$ cat config.mk
export PLATFORM = sky130hd
export DESIGN_NAME = reorder_buffer
export DESIGN_NICKNAME = d
export VERILOG_FILES = /design/src/rtl/rob_pkg.sv /design/src/rtl/rob_commit_sel.sv /design/src/rtl/reorder_buffer.sv
export SDC_FILE = /design/constraint.sdc
export NUM_CORES = 1
export LEC_CHECK = 0
export ABC_CLOCK_PERIOD_IN_PS = 14150
export CORE_MARGIN = 8
export CORE_UTILIZATION = 27
export DETAILED_ROUTE_END_ITERATION = 10
export GPL_ROUTABILITY_DRIVEN = 1
export SLEW_MARGIN = 20
export SYNTH_ARGS = -nofsm -noshare
export SYNTH_HDL_FRONTEND = slang
export SYNTH_SLANG_ARGS = --single-unit
$ cat constraint.sdc
create_clock -name clk -period 14.15 [get_ports clk]
set_input_delay 2.83 -clock clk [delete_from_list [all_inputs] [get_ports clk]]
set_output_delay 2.83 -clock clk [all_outputs]
set_load 0.01 [all_outputs]
$ cat src/rtl/rob_pkg.sv
// Reorder buffer shared definitions.
// Sizes, the "no tag" encoding, the per-entry state record, the broadcast and
// commit records, and helpers that map tags (1..ROB_DEPTH) onto entry
// indices (0..ROB_DEPTH-1).
package rob_pkg;
  localparam int ROB_DEPTH = 8;
  localparam int TAG_W     = 5;
  localparam int DATA_W    = 32;
  localparam int REG_W     = 5;
  localparam int IDX_W     = 3;
  localparam int CNT_W     = 4;
  localparam logic [TAG_W-1:0] TAG_NONE = '0;

  typedef struct packed {
    logic              busy;
    logic              done;
    logic [REG_W-1:0]  rd;
    logic [DATA_W-1:0] value;
  } rob_entry_t;

  typedef struct packed {
    logic [TAG_W-1:0]  tag;
    logic [DATA_W-1:0] value;
  } rob_bc_t;

  typedef struct packed {
    logic              we;
    logic [REG_W-1:0]  rd;
    logic [DATA_W-1:0] value;
  } rob_commit_t;

  // Tag 0 means "none"; tags above ROB_DEPTH name no entry.
  function automatic logic tag_in_range(input logic [TAG_W-1:0] t);
    return (t != TAG_NONE) && (t <= TAG_W'(ROB_DEPTH));
  endfunction

  function automatic logic [IDX_W-1:0] tag2idx(input logic [TAG_W-1:0] t);
    logic [TAG_W-1:0] i;
    i = t - TAG_W'(1);
    return i[IDX_W-1:0];
  endfunction
endpackage

$ cat src/rtl/rob_commit_sel.sv
// Commit selection: picks up to two in-order committable entries starting at
// head. Slot 0 is the head entry; slot 1 (head+1) only commits when slot 0 does.
//   head     : current head index
//   ready    : per-entry busy & done
//   sel      : per-slot commit enable
//   idx      : per-slot entry index
//   n_commit : number of commits this cycle (0..2)
module rob_commit_sel
  import rob_pkg::*;
(
  input  logic [IDX_W-1:0]            head,
  input  logic [ROB_DEPTH-1:0]        ready,
  output logic [1:0]                  sel,
  output logic [1:0][IDX_W-1:0]       idx,
  output logic [1:0]                  n_commit
);
  // Index arithmetic wraps naturally at IDX_W bits.
  assign idx[0]   = head;
  assign idx[1]   = head + IDX_W'(1);
  assign sel[0]   = ready[idx[0]];
  assign sel[1]   = sel[0] && ready[idx[1]];
  assign n_commit = {1'b0, sel[0]} + {1'b0, sel[1]};
endmodule

$ cat src/rtl/reorder_buffer.sv
// 8-entry reorder buffer with one allocation port, two completion ports,
// two registered result broadcasts, two combinational operand lookups and
// up to two in-order commits per cycle.
//   clk, rst (async, active low), flush (sync discard of all entries)
//   alloc_req/alloc_rd -> alloc_tag (tail+1), full
//   cmp_valid[2]/cmp_tag[2]/cmp_value[2] -> bc_tag[2]/bc_value[2] (next cycle)
//   lk_tag_a/b -> lk_ready_a/b, lk_value_a/b
//   commit_we[2]/commit_rd[2]/commit_value[2] (registered, slot 1 older)
module reorder_buffer
  import rob_pkg::*;
(
  input  logic              clk,
  input  logic              rst,
  input  logic              alloc_req,
  input  logic [REG_W-1:0]  alloc_rd,
  output logic [TAG_W-1:0]  alloc_tag,
  output logic              full,
  input  logic              cmp_valid,
  input  logic [TAG_W-1:0]  cmp_tag,
  input  logic [DATA_W-1:0] cmp_value,
  input  logic              cmp_valid2,
  input  logic [TAG_W-1:0]  cmp_tag2,
  input  logic [DATA_W-1:0] cmp_value2,
  output logic [TAG_W-1:0]  bc_tag,
  output logic [DATA_W-1:0] bc_value,
  output logic [TAG_W-1:0]  bc_tag2,
  output logic [DATA_W-1:0] bc_value2,
  input  logic [TAG_W-1:0]  lk_tag_a,
  input  logic [TAG_W-1:0]  lk_tag_b,
  output logic              lk_ready_a,
  output logic              lk_ready_b,
  output logic [DATA_W-1:0] lk_value_a,
  output logic [DATA_W-1:0] lk_value_b,
  output logic              commit_we,
  output logic [REG_W-1:0]  commit_rd,
  output logic [DATA_W-1:0] commit_value,
  output logic              commit_we2,
  output logic [REG_W-1:0]  commit_rd2,
  output logic [DATA_W-1:0] commit_value2,
  input  logic              flush
);
  rob_entry_t [ROB_DEPTH-1:0] rob_q, rob_d;
  logic [IDX_W-1:0]           head_q, head_d, tail_q, tail_d;
  logic [CNT_W-1:0]           count_q, count_d;
  rob_bc_t [1:0]              bc_q, bc_d;
  rob_commit_t [1:0]          cm_q, cm_d;

  logic [ROB_DEPTH-1:0]       ready;
  logic [1:0]                 cm_sel;
  logic [1:0][IDX_W-1:0]      cm_idx;
  logic [1:0]                 n_commit;
  logic [1:0]                 cv, acc;
  logic [1:0][TAG_W-1:0]      ct;
  logic [1:0][DATA_W-1:0]     cd;
  logic                       do_alloc;

  assign full      = (count_q == CNT_W'(ROB_DEPTH));
  assign alloc_tag = TAG_W'(tail_q) + TAG_W'(1);
  // A full buffer refuses allocation even if a commit frees a slot this cycle.
  assign do_alloc  = alloc_req && !full;

  always_comb begin
    ready = '0;
    for (int i = 0; i < ROB_DEPTH; i++) ready[i] = rob_q[i].busy && rob_q[i].done;
  end

  // Works from registered done bits, so a result written this cycle is not
  // committable until the next one.
  rob_commit_sel u_commit_sel (
    .head     (head_q),
    .ready    (ready),
    .sel      (cm_sel),
    .idx      (cm_idx),
    .n_commit (n_commit)
  );

  // Completion acceptance; on a same-tag collision port 1 wins and port 2 is
  // dropped entirely (no store, no broadcast).
  always_comb begin
    cv  = {cmp_valid2, cmp_valid};
    ct  = {cmp_tag2, cmp_tag};
    cd  = {cmp_value2, cmp_value};
    acc = '0;
    for (int p = 0; p < 2; p++)
      acc[p] = cv[p] && tag_in_range(ct[p]) && rob_q[tag2idx(ct[p])].busy;
    if (cv[0] && (ct[1] == ct[0])) acc[1] = 1'b0;
  end

  always_comb begin
    rob_d   = rob_q;
    head_d  = head_q;
    tail_d  = tail_q;
    count_d = count_q;
    bc_d    = '0;
    cm_d    = '0;
    if (flush) begin
      rob_d   = '0;
      head_d  = '0;
      tail_d  = '0;
      count_d = '0;
    end else begin
      for (int p = 0; p < 2; p++) begin
        if (acc[p]) begin
          rob_d[tag2idx(ct[p])].done  = 1'b1;
          rob_d[tag2idx(ct[p])].value = cd[p];
          bc_d[p].tag   = ct[p];
          bc_d[p].value = cd[p];
        end
      end
      // Commit after completion so a retiring entry always ends up cleared;
      // commit data comes from the registered entry.
      for (int s = 0; s < 2; s++) begin
        if (cm_sel[s]) begin
          rob_d[cm_idx[s]] = '0;
          cm_d[s].we    = 1'b1;
          cm_d[s].rd    = rob_q[cm_idx[s]].rd;
          cm_d[s].value = rob_q[cm_idx[s]].value;
        end
      end
      // The tail entry is never busy when allocation is allowed, so it
      // cannot collide with a commit or an accepted completion.
      if (do_alloc) begin
        rob_d[tail_q].busy  = 1'b1;
        rob_d[tail_q].done  = 1'b0;
        rob_d[tail_q].rd    = alloc_rd;
        rob_d[tail_q].value = '0;
      end
      head_d  = head_q + IDX_W'(n_commit);
      tail_d  = tail_q + IDX_W'(do_alloc);
      count_d = count_q + CNT_W'(do_alloc) - CNT_W'(n_commit);
    end
  end

  always_ff @(posedge clk or negedge rst) begin
    if (!rst) begin
      rob_q   <= '0;
      head_q  <= '0;
      tail_q  <= '0;
      count_q <= '0;
      bc_q    <= '0;
      cm_q    <= '0;
    end else begin
      rob_q   <= rob_d;
      head_q  <= head_d;
      tail_q  <= tail_d;
      count_q <= count_d;
      bc_q    <= bc_d;
      cm_q    <= cm_d;
    end
  end

  assign bc_tag        = bc_q[0].tag;
  assign bc_value      = bc_q[0].value;
  assign bc_tag2       = bc_q[1].tag;
  assign bc_value2     = bc_q[1].value;
  assign commit_we     = cm_q[0].we;
  assign commit_rd     = cm_q[0].rd;
  assign commit_value  = cm_q[0].value;
  assign commit_we2    = cm_q[1].we;
  assign commit_rd2    = cm_q[1].rd;
  assign commit_value2 = cm_q[1].value;

  // Lookup sees only registered state: no bypass from this cycle's completion.
  always_comb begin
    lk_ready_a = tag_in_range(lk_tag_a) && ready[tag2idx(lk_tag_a)];
    lk_ready_b = tag_in_range(lk_tag_b) && ready[tag2idx(lk_tag_b)];
    lk_value_a = lk_ready_a ? rob_q[tag2idx(lk_tag_a)].value : '0;
    lk_value_b = lk_ready_b ? rob_q[tag2idx(lk_tag_b)].value : '0;
  end
endmodule

==> reports/metrics.cfg <==
[cts]
clk_pin_slew_ns = 0.06
cts_tree = yes
post_cts_buffers = 0
clock-root-buffer = clkbuf_16
cts_max_path_buffers = 3
clkLatencyLatePin_ns = 0.68
cts_sinks = 472
htree_levels = 2
cts_buffers = 59
ctsResizeCount = 0
postCtsHoldBufs = 0

[place]
port_buffers = 315
place_congestion = 0.834
place_area_um2 = 33100
hpwl_um = 80700

[setup_path]
setup.worst_path.class = input port to output port
worstPathCellList = clkdlybuf4s50_1 > inv_1 > ha_4 > buf_4 > mux2i_1 > nand2_2 > a21oi_1 > clkdlybuf4s50_1
crit_fanout = 34
cp-end-kind = output port
crit_slowest_cell = nand2_2
crit_required_ns = 11.32
critPathLaunchType = input port
crit_arrival_ns = 6.74
cpMostUsedCell = clkdlybuf4s50_1
slowest_delay_ns = 0.68

[global_routing]
first_global_vias = 25900
gr-usage-all-layers_pct = 22.4
grt_max_degree = 118
grt_pass1_wl_um = 194000
overflow = 0
antenna_found_initial = 6

[power_and_ir_drop]
leakage_nw = 13.2
power.total_w = 0.00383
ir_drop_uv = 96.2
power_density_nw_per_um2 = 109

[detailed_routing]
wl_um = 138000
drc_errors = 0
via_count = 26300
routedWlPerCell_um = 31.8
ant_nets = 0
viasPerCell = 6.06
drt_first_pass_iters = 6
drt_first_iter_violations = 3678

[floorplanning]
die_w_um = 344
die_h_um = 344
dieArea_um2 = 118000
rows = 120
num_io_pins = 317
core-area_um2 = 107000
start_util_pct = 27.2

[logic_synthesis]
synth_area_per_cell_um2 = 10.5
yosys.area.top_type = dfrtp_1
synth-seq-area-share_pct = 40.7
ys_ff_latch = 472
synthArstFlopShare_pct = 100
yosys-top-cells-area = dfrtp_1 (41%), mux4_2 (14%), mux2i_1 (9.2%)
synth_top_area_share_pct = 40.7
syn_area_um2 = 29000
ys_types = 60
synth_edf_count = 0
netlist_instances = 2774
synth_flop_cell = dfrtp_1
ys_warn_count = 0

[sta]
hold_ws_ns = 0.557
skew_ns = 0.0163
slew_headroom_pct = 18.2
tns_ns = 0
fmax_mhz = 104
finalSetupViolCount = 0
period_share_pct = 67.6
worst-slew-pin-transition_ns = 1.23
fin_crit_ns = 9.57
drv_slew = 0
hold_viol = 0
rsz0062_at_grt = no

[finish]
stdcell_area_um2 = 35200
layout.nets = 2996
mostFrequentLayoutCells = dfrtp_1 (471), clkdlybuf4s50_1 (311), nor2_1 (293)
drive_gt1_share_pct = 15.6
area_growth_pct = 21.3
final_common_cell = dfrtp_1

[min_path]
hold_class = flip-flop to flip-flop

[flow_run]
maxCapViolCount = 0

[status]
outcome = complete, no violations

## per-layer routing
metal | up-vias | wire length, µm | GRT usage [%]
met5 | - | 94 | 0.333
met4 | 8 | 6760 | 10.3
met3 | 460 | 17700 | 8.15
li1 | 10600 | - | -
met1 | 13100 | 52700 | 28.5
met2 | 2124 | 60700 | 33.9
## power breakdown
group,switching (W),internal (W),total (W),leakage [nW]
registers,0.0000457,0.00137,0.00142,6.58
logic,0.000538,0.000264,0.000802,5.65
clock network,0.000677,0.000931,0.00161,0.995
## flip-flops by register name, summed over array words and instances, names as in the netlist, 4 cells and up
register,flops
commit_value2,32
commit_rd,5
bc_tag2,5
count_q,4
commit_rd2,5
bc_value,32
rob_q,312
bc_tag,5
commit_value,32
bc_value2,32
## path summary, 6_finish.rpt
check,startpoint,endpoint,slack (ns),cells past startpoint
hold / removal,rob_q[309],rob_q[309],0.56,2
setup reg to reg,head_q[0],rob_q[179],9.20,7
hold reg to reg,rob_q[309],rob_q[309],0.56,2
setup / recovery,lk_tag_b[1],lk_value_b[2],4.58,8
min in group asynchronous,rst,bc_tag2[4],2.22,1
max in group asynchronous,rst,commit_value2[12],9.55,3
## critical path: cells and delay by family
kind | cells | cell delay [ns]
AO/OA/AOI/OAI | 1 | 0.43
adder cells (fa/ha/maj) | 1 | 0.66
AND/OR/NAND/NOR | 1 | 0.68
multiplexers | 1 | 0.28
buffers and inverters | 4 | 1.78
## cell type report
type / count / area (µm²)
Clock inverter: 29 / 304
Clock buffer: 82 / 1700
Multi-Input combinational cell: 1941 / 15800
Antenna cell: 1 / 2.50
Tap cell: 1403 / 1760
Sequential cell: 472 / 11800
Fill cell: 10700 / 71600
Inverter: 25 / 93.8
Timing Repair Buffer: 383 / 3660
## cells by family (layout without fill, tap and decap cells)
family / after synthesis / in the layout / share of synthesized area, %
adder cells (fa/ha/maj): 19 / 19 / 0.872
flip-flops: 472 / 472 / 40.7
XOR/XNOR: 22 / 22 / 0.690
AO/OA/AOI/OAI: 640 / 640 / 15.8
other: 1 / 4 / 0.0129
AND/OR/NAND/NOR: 797 / 797 / 12.8
buffers and inverters: 363 / 519 / 5.53
multiplexers: 460 / 460 / 23.5
## metrics by stage
| step | instances | utilization, % | setup slack [ns] |
|---|---|---|---|
| floorplan | 2776 | - | 5.65 |
| global placement | 4224 | 31.1 | 4.80 |
| detailed placement | 4224 | 31.1 | 4.67 |
| CTS | 4335 | 32.9 | 4.65 |
| global route | 4335 | 32.9 | 4.48 |
| finish | 4336 | 32.9 | 4.58 |
## Yosys cell counts (all sizes together) (17+ instances only)
library cell / count
a21oi: 110
dfrtp: 472
a22oi: 40
buf: 168
or4: 19
mux2: 19
nand2: 205
o221ai: 39
inv: 25
a211oi: 262
nor4: 24
and2: 80
nand2b: 20
clkbuf: 170
mux4: 175
o22ai: 132
ha: 17
nor3: 105
mux2i: 266
o22a: 22
nor2: 297
No activity file was read; power rests on OpenSTA's default activity.
